### src/rtl/stepper_sequencer_pkg.sv
// Shared definitions for the stepper sequencer and the downstream coil decoder.
// Holds the phase codes carried on `stat`, the sequencer state encoding and
// the phase-advance helper.
package stepper_sequencer_pkg;

  localparam int unsigned PHASE_W = 3;

  typedef logic [PHASE_W-1:0] phase_t;

  // Phase codes; the coil decoder decodes these same values.
  localparam phase_t PH_OFF = 3'd0;
  localparam phase_t PH_A   = 3'd1;
  localparam phase_t PH_B   = 3'd2;
  localparam phase_t PH_C   = 3'd3;
  localparam phase_t PH_D   = 3'd4;

  typedef enum logic {
    ST_IDLE = 1'b0,
    ST_RUN  = 1'b1
  } state_t;

  // One full-step move in the requested direction, wrapping between D and A.
  function automatic phase_t next_phase(input phase_t ph, input logic fwd);
    phase_t nxt;
    if (fwd) begin
      nxt = (ph == PH_D) ? PH_A : phase_t'(ph + 3'd1);
    end else begin
      nxt = (ph == PH_A) ? PH_D : phase_t'(ph - 3'd1);
    end
    return nxt;
  endfunction

endpackage

### src/rtl/stepper_sequencer_if.sv
// Motion-command channel into the stepper sequencer.
// Signals: cmd_valid/cmd_ready handshake, cmd_steps (phase steps to issue),
// cmd_dir (1 = forward), period (clk cycles per step).
// master = command source, slave = sequencer.
interface stepper_sequencer_if #(
  parameter int unsigned DIV_WIDTH  = 16,
  parameter int unsigned STEP_WIDTH = 16
);

  logic                  cmd_valid;
  logic                  cmd_ready;
  logic [STEP_WIDTH-1:0] cmd_steps;
  logic                  cmd_dir;
  logic [DIV_WIDTH-1:0]  period;

  modport master (
    output cmd_valid,
    output cmd_steps,
    output cmd_dir,
    output period,
    input  cmd_ready
  );

  modport slave (
    input  cmd_valid,
    input  cmd_steps,
    input  cmd_dir,
    input  period,
    output cmd_ready
  );

endinterface

### src/rtl/stepper_sequencer_step_timer.sv
// Step-period timer: loadable down-counter that reloads itself on terminal count.
// Ports: clk, rst (async, active-high); load captures max(period,1)-1 as both
// the count and the reload value; en lets the counter run; tc_c is high while
// the count is zero (a step edge when en is high).
module stepper_sequencer_step_timer #(
  parameter int unsigned DIV_WIDTH = 16
) (
  input  logic                 clk,
  input  logic                 rst,
  input  logic                 load,
  input  logic                 en,
  input  logic [DIV_WIDTH-1:0] period,
  output logic                 tc_c
);

  logic [DIV_WIDTH-1:0] count;
  logic [DIV_WIDTH-1:0] reload;
  logic [DIV_WIDTH-1:0] load_val;

  // A zero period behaves as one cycle per step.
  assign load_val = (period == '0) ? '0 : period - DIV_WIDTH'(1);

  assign tc_c = (count == '0);

  // Count down to zero, then reload for the next step.
  always_ff @(posedge clk or posedge rst) begin
    if (rst) begin
      count  <= '0;
      reload <= '0;
    end else if (load) begin
      count  <= load_val;
      reload <= load_val;
    end else if (en) begin
      if (count == '0) begin
        count <= reload;
      end else begin
        count <= count - DIV_WIDTH'(1);
      end
    end
  end

endmodule

### src/rtl/stepper_sequencer.sv
// Stepper phase sequencer: accepts step commands and walks the full-step
// phase A..D at a programmable period, feeding the coil decoder.
// Ports: clk, rst (async, active-high); cmd (slave command channel);
// hold keeps coils energized when idle; abort stops a move at the next edge;
// stat is the phase code to the decoder; busy marks a move in progress;
// done pulses for one cycle on normal completion.
module stepper_sequencer
  import stepper_sequencer_pkg::*;
#(
  parameter int unsigned DIV_WIDTH  = 16,
  parameter int unsigned STEP_WIDTH = 16
) (
  input  logic                clk,
  input  logic                rst,
  stepper_sequencer_if.slave  cmd,
  input  logic                hold,
  input  logic                abort,
  output phase_t              stat,
  output logic                busy,
  output logic                done
);

  state_t                state;
  phase_t                phase;
  logic                  dir;
  logic [STEP_WIDTH-1:0] remaining;
  logic                  tick;
  logic                  accept;
  logic                  timer_load;
  logic                  timer_en;

  assign accept     = (state == ST_IDLE) && cmd.cmd_valid;
  // A zero-step command never enters RUN, so the timer is left alone.
  assign timer_load = accept && (cmd.cmd_steps != '0);
  assign timer_en   = (state == ST_RUN) && !abort;

  stepper_sequencer_step_timer #(
    .DIV_WIDTH (DIV_WIDTH)
  ) u_step_timer (
    .clk    (clk),
    .rst    (rst),
    .load   (timer_load),
    .en     (timer_en),
    .period (cmd.period),
    .tc_c   (tick)
  );

  assign cmd.cmd_ready = (state == ST_IDLE);

  // Coils are always driven in RUN; in IDLE they follow hold directly.
  assign stat = ((state == ST_RUN) || hold) ? phase : PH_OFF;

  // Move control; phase survives across commands so position is kept.
  always_ff @(posedge clk or posedge rst) begin
    if (rst) begin
      state     <= ST_IDLE;
      phase     <= PH_A;
      dir       <= 1'b0;
      remaining <= '0;
      busy      <= 1'b0;
      done      <= 1'b0;
    end else begin
      done <= 1'b0;
      case (state)
        ST_IDLE: begin
          if (accept) begin
            dir       <= cmd.cmd_dir;
            remaining <= cmd.cmd_steps;
            if (cmd.cmd_steps == '0) begin
              done <= 1'b1;
            end else begin
              state <= ST_RUN;
              busy  <= 1'b1;
            end
          end
        end
        ST_RUN: begin
          // Abort wins over a step on the same edge.
          if (abort) begin
            state <= ST_IDLE;
            busy  <= 1'b0;
          end else if (tick) begin
            phase     <= next_phase(phase, dir);
            remaining <= remaining - STEP_WIDTH'(1);
            if (remaining == STEP_WIDTH'(1)) begin
              state <= ST_IDLE;
              busy  <= 1'b0;
              done  <= 1'b1;
            end
          end
        end
        default: begin
          state <= ST_IDLE;
          busy  <= 1'b0;
        end
      endcase
    end
  end

endmodule
### src/flat_wrapper.sv
// flat-port wrapper written by rule: the top's interface ports become plain ports
module stepper_sequencer_flat import stepper_sequencer_pkg::*;
#(
  parameter int unsigned DIV_WIDTH  = 16,
  parameter int unsigned STEP_WIDTH = 16
)
  (clk, rst, hold, abort, stat, busy, done, cmd_cmd_valid, cmd_cmd_steps, cmd_cmd_dir, cmd_period, cmd_cmd_ready);
  stepper_sequencer_if #(.DIV_WIDTH(DIV_WIDTH), .STEP_WIDTH(STEP_WIDTH)) cmd_i ();
  input  logic clk;
  input  logic rst;
  input  logic hold;
  input  logic abort;
  output phase_t stat;
  output logic busy;
  output logic done;
  input wire logic [$bits(cmd_i.cmd_valid)-1:0] cmd_cmd_valid;
  input wire logic [$bits(cmd_i.cmd_steps)-1:0] cmd_cmd_steps;
  input wire logic [$bits(cmd_i.cmd_dir)-1:0] cmd_cmd_dir;
  input wire logic [$bits(cmd_i.period)-1:0] cmd_period;
  output wire logic [$bits(cmd_i.cmd_ready)-1:0] cmd_cmd_ready;
  assign cmd_i.cmd_valid = cmd_cmd_valid;
  assign cmd_i.cmd_steps = cmd_cmd_steps;
  assign cmd_i.cmd_dir = cmd_cmd_dir;
  assign cmd_i.period = cmd_period;
  assign cmd_cmd_ready = cmd_i.cmd_ready;
  stepper_sequencer #(.DIV_WIDTH(DIV_WIDTH), .STEP_WIDTH(STEP_WIDTH)) u_core (.clk(clk), .rst(rst), .cmd(cmd_i), .hold(hold), .abort(abort), .stat(stat), .busy(busy), .done(done));
endmodule
### config.mk
export PLATFORM = sky130hd
export DESIGN_NAME = stepper_sequencer_flat
export DESIGN_NICKNAME = d
export VERILOG_FILES = /design/src/rtl/stepper_sequencer_pkg.sv /design/src/rtl/stepper_sequencer_if.sv /design/src/rtl/stepper_sequencer_step_timer.sv /design/src/rtl/stepper_sequencer.sv /design/src/flat_wrapper.sv
export SDC_FILE = /design/constraint.sdc
export NUM_CORES = 1
export LEC_CHECK = 0
export ABC_CLOCK_PERIOD_IN_PS = 3700
export BUFFER_PORTS_ARGS = -buffer_cell sky130_fd_sc_hd__buf_2
export CAP_MARGIN = 20
export CORE_ASPECT_RATIO = 1.25
export CORE_UTILIZATION = 60
export CTS_CLUSTER_SIZE = 40
export DETAILED_ROUTE_END_ITERATION = 8
export PLACE_DENSITY = 0.88
export SYNTH_ARGS = -nofsm -noshare
export SYNTH_HDL_FRONTEND = slang
export SYNTH_SLANG_ARGS = --single-unit
### constraint.sdc
create_clock -name clk -period 3.7 [get_ports clk]
set_input_delay 0 -clock clk [delete_from_list [all_inputs] [get_ports clk]]
set_output_delay 0 -clock clk [all_outputs]
set_load 0.005 [all_outputs]
Yosys cells after proc, flatten, opt, wreduce, memory -nomap -nowiden
Cells that the tools add are included.
W data, S select, Z words.
{"block": "op_classes", "n_addsub": 5, "eq_ne": 9, "n_mux": 30, "bitwise": 2, "reduce_logical": 14}
{"op": "$mux W16", "n": 7}
{"op": "$logic_not A16 Y1", "n": 3}
{"op": "$sub A16 B1 Y16 const B", "n": 3}
{"op": "$pmux W16 S2", "n": 1}
{"op": "$eq A16 B1 Y1 const B", "n": 1}
{"op": "$reduce_bool A16 Y1", "n": 1}
{"op": "$mux W1", "n": 15}
{"op": "$mux W3", "n": 4}
{"op": "$ne A2 B2 Y1 const B", "n": 3}
{"op": "$ne A3 B3 Y1 const B", "n": 2}
{"op": "$pmux W1 S2", "n": 3}
{"op": "$reduce_and A3 Y1", "n": 2}
{"op": "$reduce_and A4 Y1", "n": 1}
{"op": "$add A3 B1 Y3 const B", "n": 1}
{"op": "$eq A3 B1 Y1 const B", "n": 1}
{"op": "$eq A3 B3 Y1 const B", "n": 1}
{"op": "$logic_and A1 B1 Y1", "n": 3}
{"op": "$sub A3 B1 Y3 const B", "n": 1}
{"op": "$ne A2 B1 Y1 const B", "n": 1}
{"op": "$not A1 Y1", "n": 2}
{"op": "$reduce_and A2 Y1", "n": 1}
{"op": "$reduce_bool A2 Y1", "n": 1}
{"op": "$logic_not A1 Y1", "n": 1}
{"op": "$logic_or A1 B1 Y1", "n": 1}
{"block": "totals", "register_bits": 55, "inputBits": 38, "output_inout_bits": 6, "wordCells": 68}

Logic depth before layout (Yosys ltp)
{"block": "depth", "ltp_word": 5, "ltp_mapped": 9, "mapped_depth_nobuf": 7}

Hierarchy
A second synthesis with hierarchy kept.
{"block": "hier_totals", "hier_cells": 423, "hier_area_um2": 3637.2}
{"module": "stepper_sequencer_step_timer", "n_inst": 1, "cells_each": 236, "area_each_um2": 2079.5, "seq_area_each_um2": 800.8}
{"module": "stepper_sequencer", "n_inst": 1, "cells_each": 187, "area_each_um2": 1557.7, "seq_area_each_um2": 576.8}

Least setup slack after synthesis
OpenSTA, ideal clock, no wires.
{"block": "synth_path", "path_kind": "reg2reg", "from": "register u_core.u_step_timer.count[0]", "to": "register u_core.u_step_timer.count[9]", "setup_ps": 133, "t_arrival_ps": 1934, "t_required_ps": 3567, "slack_ps": 1634, "path_stages_with_launch": 9, "path_buffers": 1, "period_less_slack_ps": 2066, "cell_sequence": "dfrtp_1 > inv_1 > ha_1 > nor4b_2 > nand2_1 > buf_2 > or3_1 > a21oi_1 > o22ai_1"}
{"block": "synth_via", "elab_chain_len": 4, "elab_cells_between_ends": 5, "classes_between": "add/sub (1); mux (3); reduce/logical (1)"}
{"element": "start, declared", "line": "stepper_sequencer_step_timer.sv:16", "rtl": "logic [DIV_WIDTH-1:0] count;"}
{"element": "start signal, assigned", "line": "stepper_sequencer_step_timer.sv:31", "rtl": "count <= load_val;"}
{"element": "start signal, assigned", "line": "stepper_sequencer_step_timer.sv:35", "rtl": "count <= reload;"}
{"element": "start signal, assigned", "line": "stepper_sequencer_step_timer.sv:37", "rtl": "count <= count - DIV_WIDTH'(1);"}
{"element": "$sub A16 B1 Y16 / $logic_not A16 Y1 (equally long branches)", "line": "stepper_sequencer_step_timer.sv:37, stepper_sequencer_step_timer.sv:34"}
{"element": "$mux W16 (*)", "line": "stepper_sequencer_step_timer.sv:34", "rtl": "if (count == '0) begin"}
{"element": "$mux W16 (*)", "line": "stepper_sequencer_step_timer.sv:33", "rtl": "end else if (en) begin"}
{"element": "$mux W16 (*)", "line": "stepper_sequencer_step_timer.sv:30", "rtl": "end else if (load) begin"}
Every way passes the cells marked *; elsewhere a longest branch is shown, timed or not. The select of a mux whose other input is x is not followed.
A chain may end at the register's enable or synchronous reset.

Worst setup path after layout
{"block": "layout_path", "from": "register u_core.u_step_timer.count[0]", "to": "register u_core.remaining[9]"}
{"block": "layout_via", "elab_chain_len": 3}
{"element": "$logic_not A16 Y1", "line": "stepper_sequencer_step_timer.sv:23", "rtl": "assign tc_c = (count == '0);"}
{"element": "$ne A2 B2 Y1 (no line)"}
{"element": "$reduce_and A3 Y1 (no line)"}
{"element": "end signal, assigned", "line": "stepper_sequencer.sv:68", "rtl": "remaining <= cmd.cmd_steps;"}
{"element": "end signal, assigned", "line": "stepper_sequencer.sv:84", "rtl": "remaining <= remaining - STEP_WIDTH'(1);"}
{"element": "end, declared", "line": "stepper_sequencer.sv:26", "rtl": "logic [STEP_WIDTH-1:0] remaining;"}
No other way between the ends.

==> results.json <==
{
  "synth-seq-cells": 55,
  "grt_overflow_total": 0,
  "wl_per_cell_um": 17.12,
  "path_max_fanout": 13,
  "cts_tree": "built",
  "synth_area_um2": 3600,
  "layout_commonest_cell": "dfrtp_1",
  "hold_viol": 0,
  "ios": 44,
  "synthCells": 418,
  "placed_area_um2": 3855,
  "slew_headroom_pct": 31.90,
  "cts_buffers": 5,
  "gp_congestion": 0.9654,
  "status": "finished with violations",
  "clock-sinks": 55,
  "die_x_um": 71.28,
  "ir_drop_uv": 218.9,
  "clockRootBuffer": "clkbuf_8",
  "synth_edf_count": 0,
  "firstDrtPassIters": 8,
  "first_global_vias": 3253,
  "final_area_um2": 3996,
  "grt_pass1_wl_um": 15040,
  "syn_nets": 465,
  "ys.flop_type": "dfrtp_1",
  "grt_max_degree": 56,
  "r2r_slack_ns": 0.74,
  "antenna_left": 0,
  "synth_cell_types": 62,
  "violations": "design-rule violations",
  "max_cap_viol_count": 0,
  "cts_max_level": 2,
  "layout_common_cells": "dfrtp_1 (54), buf_2 (43), nand2_1 (38), nor2_1 (33), a21oi_1 (33)",
  "drc": 8,
  "clk_latency_ns": 0.31,
  "timing_worst_setup_path_type": "register to register",
  "core_um2": 5779,
  "final-max-slew-violation-count": 0,
  "diodes": 0,
  "ys_async_sr_fraction_pct": 100.0,
  "cp_data_required_time_ns": 3.94,
  "rsz0062_at_grt": "no",
  "die_y_um": 88.60,
  "cp.arrival_ns": 3.20,
  "min_path_type": "input pin to register",
  "ys_seq_area_share_pct": 38.27,
  "syn_area_per_cell_um2": 8.612,
  "post-cts-setup-buffers": 0,
  "drive_gt1_share_pct": 15.84,
  "rows": 31,
  "min_period_ns": 2.958,
  "port_buffers": 43,
  "finalSetupTns_ns": 0,
  "nFillCells": 474,
  "cts.clk_slew.worst_paths_ns": 0.10,
  "die_area_um2": 6315,
  "track_usage_pct": 30.59,
  "clk_path_buf_depth": 2,
  "hpwl_um": 6529,
  "fmax_mhz": 338.0,
  "power_density_nw_per_um2": 459.3,
  "antenna_found_initial": 0,
  "cp-end-kind": "register",
  "viasPerCell": 6.662,
  "drt-initial-drc-count": 347,
  "ys_warn_count": 0,
  "setup-violations-final": 0,
  "nets": 507,
  "worstMarginPinSlew_ns": 1.008,
  "area_delta_synth_final_pct": 11.02,
  "vias": 3511,
  "leakagePower_nw": 1.653,
  "finClkSkew_ns": 0.006896,
  "start_kind": "register",
  "wirelength_um": 9020,
  "start_util_pct": 62.29,
  "post-route-period-util_pct": 79.95
}
## registers in the layout, indices dropped and copies added, names as in the netlist
register / flops
u_core.busy: 1
u_core.dir: 1
u_core.done: 1
u_core.phase: 3
u_core.remaining: 16
u_core.state: 1
u_core.u_step_timer.count: 16
u_core.u_step_timer.reload: 16
## critical path, cell delays in order (launching register included)
cell and delay (ns):
dfrtp_1 0.47, inv_1 0.16, ha_1 0.20, nor4b_2 0.39, nand2_1 0.38, o31ai_2 0.86
o21ai_0 0.23, a22oi_1 0.19
## timing repair
action                    4_1_cts  5_1_grt
hold buffers                    6        0
hold endpoints to repair       60        0
gates resized for setup         0        0
## logic make-up (layout without fill, tap and decap cells)
kind of cell,after synthesis,count (layout),synth area share [%]
mux,7,7,2.051
buf+inv,35,78,3.997
xor+xnor,16,16,3.893
simple gates,164,164,25.44
fa+ha+maj,9,9,3.128
flops,55,55,38.27
compound gates,132,132,23.22
## synthesized netlist by cell type, drive strengths merged, types with 2 or more instances
master	number	area, um2
dfrtp	54	1351
nand2	38	142.6
o21ai	36	180.2
a21oi	33	165.2
nor2	33	123.9
nand3	16	80.08
inv	15	56.30
nor4	15	133.9
nor3	13	90.09
o22ai	12	75.07
buf	11	53.80
xnor2	11	96.34
or3	10	62.56
clkbuf	9	33.78
ha	9	112.6
a31oi	8	56.30
nor2b	6	37.54
a21o	5	37.54
nand2b	5	31.28
nand4	5	31.28
o22a	5	43.79
or4	5	41.29
xor2	5	43.79
a211oi	4	30.03
and3	4	25.02
mux2i	4	40.04
nor3b	4	30.03
o211ai	4	30.03
o311ai	4	35.04
a21boi	3	22.52
mux2	3	33.78
a221oi	2	17.52
a41oi	2	17.52
and2	2	12.51
and4	2	17.52
nand3b	2	15.01
nand4b	2	17.52
nor4b	2	23.77
o31a	2	17.52
o31ai	2	20.02
o32ai	2	17.52
## per-layer routing
metal | share of wire [%] | track usage (%)
met1 | 41 | 36.88
met2 | 51 | 53.85
met3 | 5.3 | 3.759
met4 | 3.2 | 16.00
met5 | 0 | 0
## stage by stage
stage	hold WS (ns)	instances	setup WS [ns]	power (mW)	util, %
finish	0.008582	527	0.7417	1.835	69.15
global placement	0.2063	513	1.029	1.466	66.70
detailed placement	0.2178	513	0.8486	1.494	66.70
CTS	0.006213	527	0.8167	1.826	69.15
floorplan	0.1054	418	1.634	1.321	-
global route	0.01164	527	0.4832	1.951	69.15
## where the power goes
group          switching (mW)  total (mW)  internal, mW
registers               0.175       0.922         0.747
logic                   0.331       0.579         0.248
clock network           0.200       0.334         0.134
total                   0.706        1.84          1.13
## path summary, 6_finish.rpt
| path | depth (start not counted) | to | startpoint |
|---|---|---|---|
| setup / recovery | 7 | u_core.remaining[9]$_DFFE_PP0P_ | u_core.u_step_timer.count[0]$_DFFE_PP0P_ |
| hold / removal | 3 | u_core.remaining[0]$_DFFE_PP0P_ | cmd_cmd_steps[0] |
| setup reg to reg | 7 | u_core.remaining[9]$_DFFE_PP0P_ | u_core.u_step_timer.count[0]$_DFFE_PP0P_ |
| hold reg to reg | 1 | u_core.u_step_timer.reload[11]$_DFFE_PP0P_ | u_core.u_step_timer.reload[11]$_DFFE_PP0P_ |
| max in group asynchronous | 4 | u_core.u_step_timer.reload[15]$_DFFE_PP0P_ | rst |
| min in group asynchronous | 4 | u_core.remaining[2]$_DFFE_PP0P_ | rst |
## layout make-up
cell class                 instances  area, um2  share of cell area, %
clock buffer                       7      76.32                  1.910
sequential                        55       1378                  34.47
timing repair buffer              55      320.3                  8.015
multi-input combinational        328       2078                  52.00
clock inverter                     1      5.005                 0.1252
inverter                          15      56.30                  1.409
tap                               66      82.58                  2.066
No activity file was read; power rests on OpenSTA's default activity.
